$ cat config.mk
export PLATFORM = sky130hd
export DESIGN_NAME = fetch_control
export DESIGN_NICKNAME = d
export VERILOG_FILES = /design/src/rtl/fetch_control.sv
export SDC_FILE = /design/constraint.sdc
export NUM_CORES = 1
export LEC_CHECK = 0
export CORE_MARGIN = 1
export CORE_UTILIZATION = 51
export CTS_CLUSTER_DIAMETER = 120
export DETAILED_ROUTE_END_ITERATION = 10
export PLACE_DENSITY_LB_ADDON = 0.2
export SYNTH_ARGS = -nofsm -noshare
export SYNTH_HDL_FRONTEND = slang
export SYNTH_SLANG_ARGS = --single-unit
$ cat constraint.sdc
create_clock -name i_clock -period 4.4 [get_ports i_clock]
set_clock_uncertainty 0.05 [all_clocks]
set_input_delay 0.88 -clock i_clock [delete_from_list [all_inputs] [get_ports i_clock]]
set_output_delay 0.88 -clock i_clock [all_outputs]
set_load 0.05 [all_outputs]
$ cat src/rtl/fetch_control.sv
// Program counter and fetch sequencer feeding a synchronous-read instruction memory.
// Tags each returned word valid/bubble, replays on stall, redirects on branch, halts on zero word or misaligned target.
module fetch_control #(
   parameter logic [31:0] RESET_PC = 32'h0000_0000
) (
   input  logic        i_clock,
   input  logic        i_reset,
   input  logic        i_stall,
   input  logic        i_branch,
   input  logic [31:0] i_branchPC,
   input  logic [31:0] i_branchOffset,
   input  logic [31:0] i_instruction,
   output logic [31:0] o_PC,
   output logic [31:0] o_PCPlus4,
   output logic [31:0] o_fetchPC,
   output logic        o_fetchValid,
   output logic        o_halted,
   output logic        o_misaligned
);

   typedef enum logic [1:0] {
      S_BOOT = 2'd0,
      S_RUN  = 2'd1,
      S_HALT = 2'd2
   } state_t;

   state_t      r_state;
   state_t      w_stateNxt;
   logic [31:0] r_pc;
   logic [31:0] r_fetchPC;
   logic        r_fetchValid;
   logic        r_misaligned;

   logic [31:0] w_pcNxt;
   logic [31:0] w_fetchPCNxt;
   logic        w_fetchValidNxt;
   logic        w_misalignedNxt;
   logic [31:0] w_pcPlus4;
   logic [31:0] w_target;
   logic [31:0] w_replayPC;
   logic        w_zeroInstr;

   assign w_pcPlus4   = r_pc + 32'd4;
   assign w_target    = i_branchPC + i_branchOffset;
   assign w_zeroInstr = r_fetchValid && (i_instruction == '0);
   // Replay the word decode refused; if the slot was already a bubble, PC is the address to retry.
   assign w_replayPC  = r_fetchValid ? r_fetchPC : r_pc;

   always_comb begin
      w_stateNxt      = r_state;
      w_pcNxt         = r_pc;
      w_fetchPCNxt    = r_fetchPC;
      w_fetchValidNxt = 1'b0;
      w_misalignedNxt = r_misaligned;
      case (r_state)
         S_BOOT: begin
            w_stateNxt   = S_RUN;
            w_fetchPCNxt = r_pc;
            if (i_stall) begin
               w_pcNxt = w_replayPC;
            end else begin
               w_pcNxt         = w_pcPlus4;
               w_fetchValidNxt = 1'b1;
            end
         end
         S_RUN: begin
            w_fetchPCNxt = r_pc;
            if (i_branch && (w_target[1:0] != 2'b00)) begin
               w_stateNxt      = S_HALT;
               w_misalignedNxt = 1'b1;
            end else if (i_branch) begin
               w_pcNxt = w_target;
            end else if (w_zeroInstr) begin
               w_stateNxt = S_HALT;
            end else if (i_stall) begin
               w_pcNxt = w_replayPC;
            end else begin
               w_pcNxt         = w_pcPlus4;
               w_fetchValidNxt = 1'b1;
            end
         end
         S_HALT: begin
            w_stateNxt = S_HALT;
         end
         default: begin
            w_stateNxt = S_HALT;
         end
      endcase
   end

   always_ff @(posedge i_clock or negedge i_reset) begin
      if (!i_reset) begin
         r_state      <= S_BOOT;
         r_pc         <= RESET_PC;
         r_fetchPC    <= RESET_PC;
         r_fetchValid <= 1'b0;
         r_misaligned <= 1'b0;
      end else begin
         r_state      <= w_stateNxt;
         r_pc         <= w_pcNxt;
         r_fetchPC    <= w_fetchPCNxt;
         r_fetchValid <= w_fetchValidNxt;
         r_misaligned <= w_misalignedNxt;
      end
   end

   assign o_PC         = r_pc;
   assign o_PCPlus4    = w_pcPlus4;
   assign o_fetchPC    = r_fetchPC;
   assign o_fetchValid = r_fetchValid;
   assign o_halted     = (r_state == S_HALT);
   assign o_misaligned = r_misaligned;

endmodule
==> flow_summary_export.csv <==
group,metric,value,unit
run_status,outcome,"complete, no violations",
clocking,clkLatencyLatePin,340,ps
finish,layout_common_cells,"clkdlybuf4s50_1 (197), nand2_1 (70), dfrtp_1 (68)",
clocking,clock_path_buffers,2,
timing,worstMarginPinSlew,1160,ps
hold_path,worstHoldEndpoint,"o_misaligned",
detailed_routing,drt-initial-drc-count,542,
placed_design,gp_congestion,0.912,
grt,grt_max_degree,51,
timing,hold_violations,0,
floorplan,num_io_pins,199,
worst_setup_path,crit_path_end_kind,"output port",
finish,fill_cells,833,
floorplan,die_w,110,µm
yosys,synth_seq_cells,68,
placed_design,place_area,7970,µm²
yosys,syn-num-nets,850,
grt,use_met3,0.0670,
yosys,synthCells,717,
floorplan,coreArea,11100,µm²
yosys,syn_avg_cell_area,8.24,µm²
detailed_routing,dr.pass1.iters,6,
power,leakagePower,3.28,nW
hold_path,hp-start,"o_misaligned",
detailed_routing,wl_per_cell,19.2,µm
hold_path,holdPathStages,1,
finish,insertedDiodeCount,0,
worst_setup_path,cp_cell_sequence,"ha_1, nand4_1, nor4_1, nor2b_1, buf_4, nand3_1, xnor2_1, clkdlybuf4s50_1",
worst_setup_path,r2r_slack,1300,ps
clocking,cts_setup_buffers,0,
detailed_routing,finalWirelength,19.9,mm
floorplan,initial_core_util,0.533,
placed_design,hpwl,15.1,mm
worst_setup_path,regToRegStartpoint,"r_state[1]",
yosys,yosysUniqueCellTypes,75,
clocking,cts_tree,"yes",
worst_setup_path,slowest_delay,820,ps
placed_design,port_buffers,198,
finish,syn2layout_area_growth,40.0,%
grt,met2_usage,0.580,
floorplan,dieHeight,110,µm
grt,grt_use_total,0.339,
detailed_routing,postRouteAntennaNets,0,
finish,final_cell_area,8280,µm²
worst_setup_path,timing.rr.end,"o_PC[28]",
yosys,synth_edf_count,0,
timing,max_clock_freq,241,MHz
power,vdd_ir_drop_max,0.756,mV
timing,slew_headroom,0.223,
finish,fin_nets,1024,
yosys,async_flop_share,1.00,
clocking,cts.sinks,68,
worst_setup_path,cp_max_fo,8,
timing,finalSetupViolCount,0,
detailed_routing,vias,6460,
timing,finalCritPeriodShare,0.943,
yosys,synth_ff_type,"dfrtp_1",
worst_setup_path,path_class,"reg2out",
grt,gr-max-usage-layer,"met2",
timing,slew_violations,0,
timing,tns,0,ps
power,powerDensity,696,nW/µm²
detailed_routing,avgViaCountPerCell,6.24,
worst_setup_path,slowest_stage,"clkdlybuf4s50_1",
clocking,post_cts_resized,0,
finish,final_layout_size_suffix_gt1_frac,0.0915,
grt,grt_pass1_wl,31.3,mm
timing,holdWs,426,ps
floorplan,die-area,12000,µm²
run,cap_viol_max_count,0,
detailed_routing,route.detailed.drc,0,
finish,utilization,0.747,
hold_path,hold_class,"reg2reg",
grt,grt_antenna_before_repair,0,
finish,layout_commonest_cell,"clkdlybuf4s50_1",
clocking,cts.clk_slew.worst_paths,50,ps
yosys,syn_area,5910,µm²
clocking,holdBufCountCts,0,
worst_setup_path,startpoint_type,"flip-flop",
timing,fin_crit,4150,ps
grt,use_met1,0.423,
clocking,cts_root_buffer,"clkbuf_16",
worst_setup_path,cp.required,3470,ps
worst_setup_path,r2r_cells,6,
floorplan,fp-row-count,38,
clocking,h-tree-depth,3,
timing,rsz0062_at_grt,"no",
clocking,cts_buffers,9,
yosys,synth-warning-count,0,
yosys,seq_area_frac_synth,0.288,
grt,grt_pass1_vias,6332,
grt,gr-total-overflow,0,
worst_setup_path,cp_data_arrival_time,3220,ps
-- critical path: cells and delay by family, from the launching register on --
| family | cells | cell delay [ps] |
|---|---|---|
| xor gates and xnor gates | 1 | 180 |
| buffers and inverters | 2 | 1000 |
| adders and majority gates | 1 | 310 |
| and+or+nand+nor | 4 | 930 |
| DFF | 1 | 460 |
-- Yosys cell counts (7+ instances only) --
cell type	instances	area (µm²)
a21o_1	11	82.6
a21oi_1	65	325
a31oi_1	22	138
and2_1	8	50.1
and3_1	17	106
buf_2	12	60.1
clkbuf_1	27	101
dfrtp_1	68	1700
ha_1	32	400
inv_1	12	45.0
mux2_2	30	338
mux2i_1	12	120
nand2_1	70	263
nand3_1	24	120
nand4_1	11	68.8
nor2_1	62	233
nor2b_1	8	50.1
nor3_1	12	60.1
nor4_1	10	62.6
o211ai_1	15	113
o21ai_0	40	200
o22ai_1	7	43.8
xnor2_1	28	245
xor2_1	25	219
-- routing by layer --
layer	up-vias	wire length, µm
li1	2985	-
met3	47	1670
met5	-	0
met2	346	9770
met1	3082	7900
met4	0	529
-- metrics by stage --
step	setup slack (ps)	cells	power (mW)
floorplan	678	717	3.73
global placement	460	1020	4.93
detailed placement	420	1020	4.98
CTS	291	1036	5.74
global route	139	1036	6.03
finish	249	1036	5.76
-- cell type report --
| class | count | area, µm² | area share |
|---|---|---|---|
| Clock buffer | 12 | 256 | 0.0310 |
| Timing Repair Buffer | 210 | 2070 | 0.250 |
| Clock inverter | 4 | 47.5 | 0.00575 |
| Inverter | 13 | 48.8 | 0.00590 |
| Sequential cell | 68 | 1700 | 0.206 |
| Tap cell | 140 | 175 | 0.0212 |
| Multi-Input combinational cell | 589 | 3980 | 0.481 |
-- report_power, final --
part           leakage [nW]  switching [mW]  internal, mW
registers             0.750           0.418         0.887
clock network         0.149           0.273         0.468
logic                  2.38            2.39          1.32
-- cells by family after synthesis --
logic type / synth area share
mux: 0.0794
flops: 0.288
fa+ha+maj: 0.0711
buf+inv: 0.0421
compound gates: 0.230
xor+xnor: 0.0786
simple gates: 0.211
-- registers in the layout, indices dropped and copies added, names as in the netlist --
| name | cells |
|---|---|
| r_state | 2 |
| o_PC | 32 |
| o_fetchPC | 32 |
| o_misaligned | 1 |
| o_fetchValid | 1 |
-- worst max path at each step --
stage | start | to | slack (ps) | cells after the start
CTS | o_PC[3] | o_PCPlus4[26] | 290 | 8
finish | o_PC[3] | o_PCPlus4[26] | 250 | 8
floorplan | o_PC[7] | o_PCPlus4[29] | 680 | 6
global placement | i_branchPC[0] | o_PC[28] | 460 | 11
detailed placement | i_branchPC[0] | o_PC[28] | 420 | 11
global route | o_PC[2] | o_PCPlus4[26] | 140 | 8
Note: power is estimated with default switching activity, not from simulation.
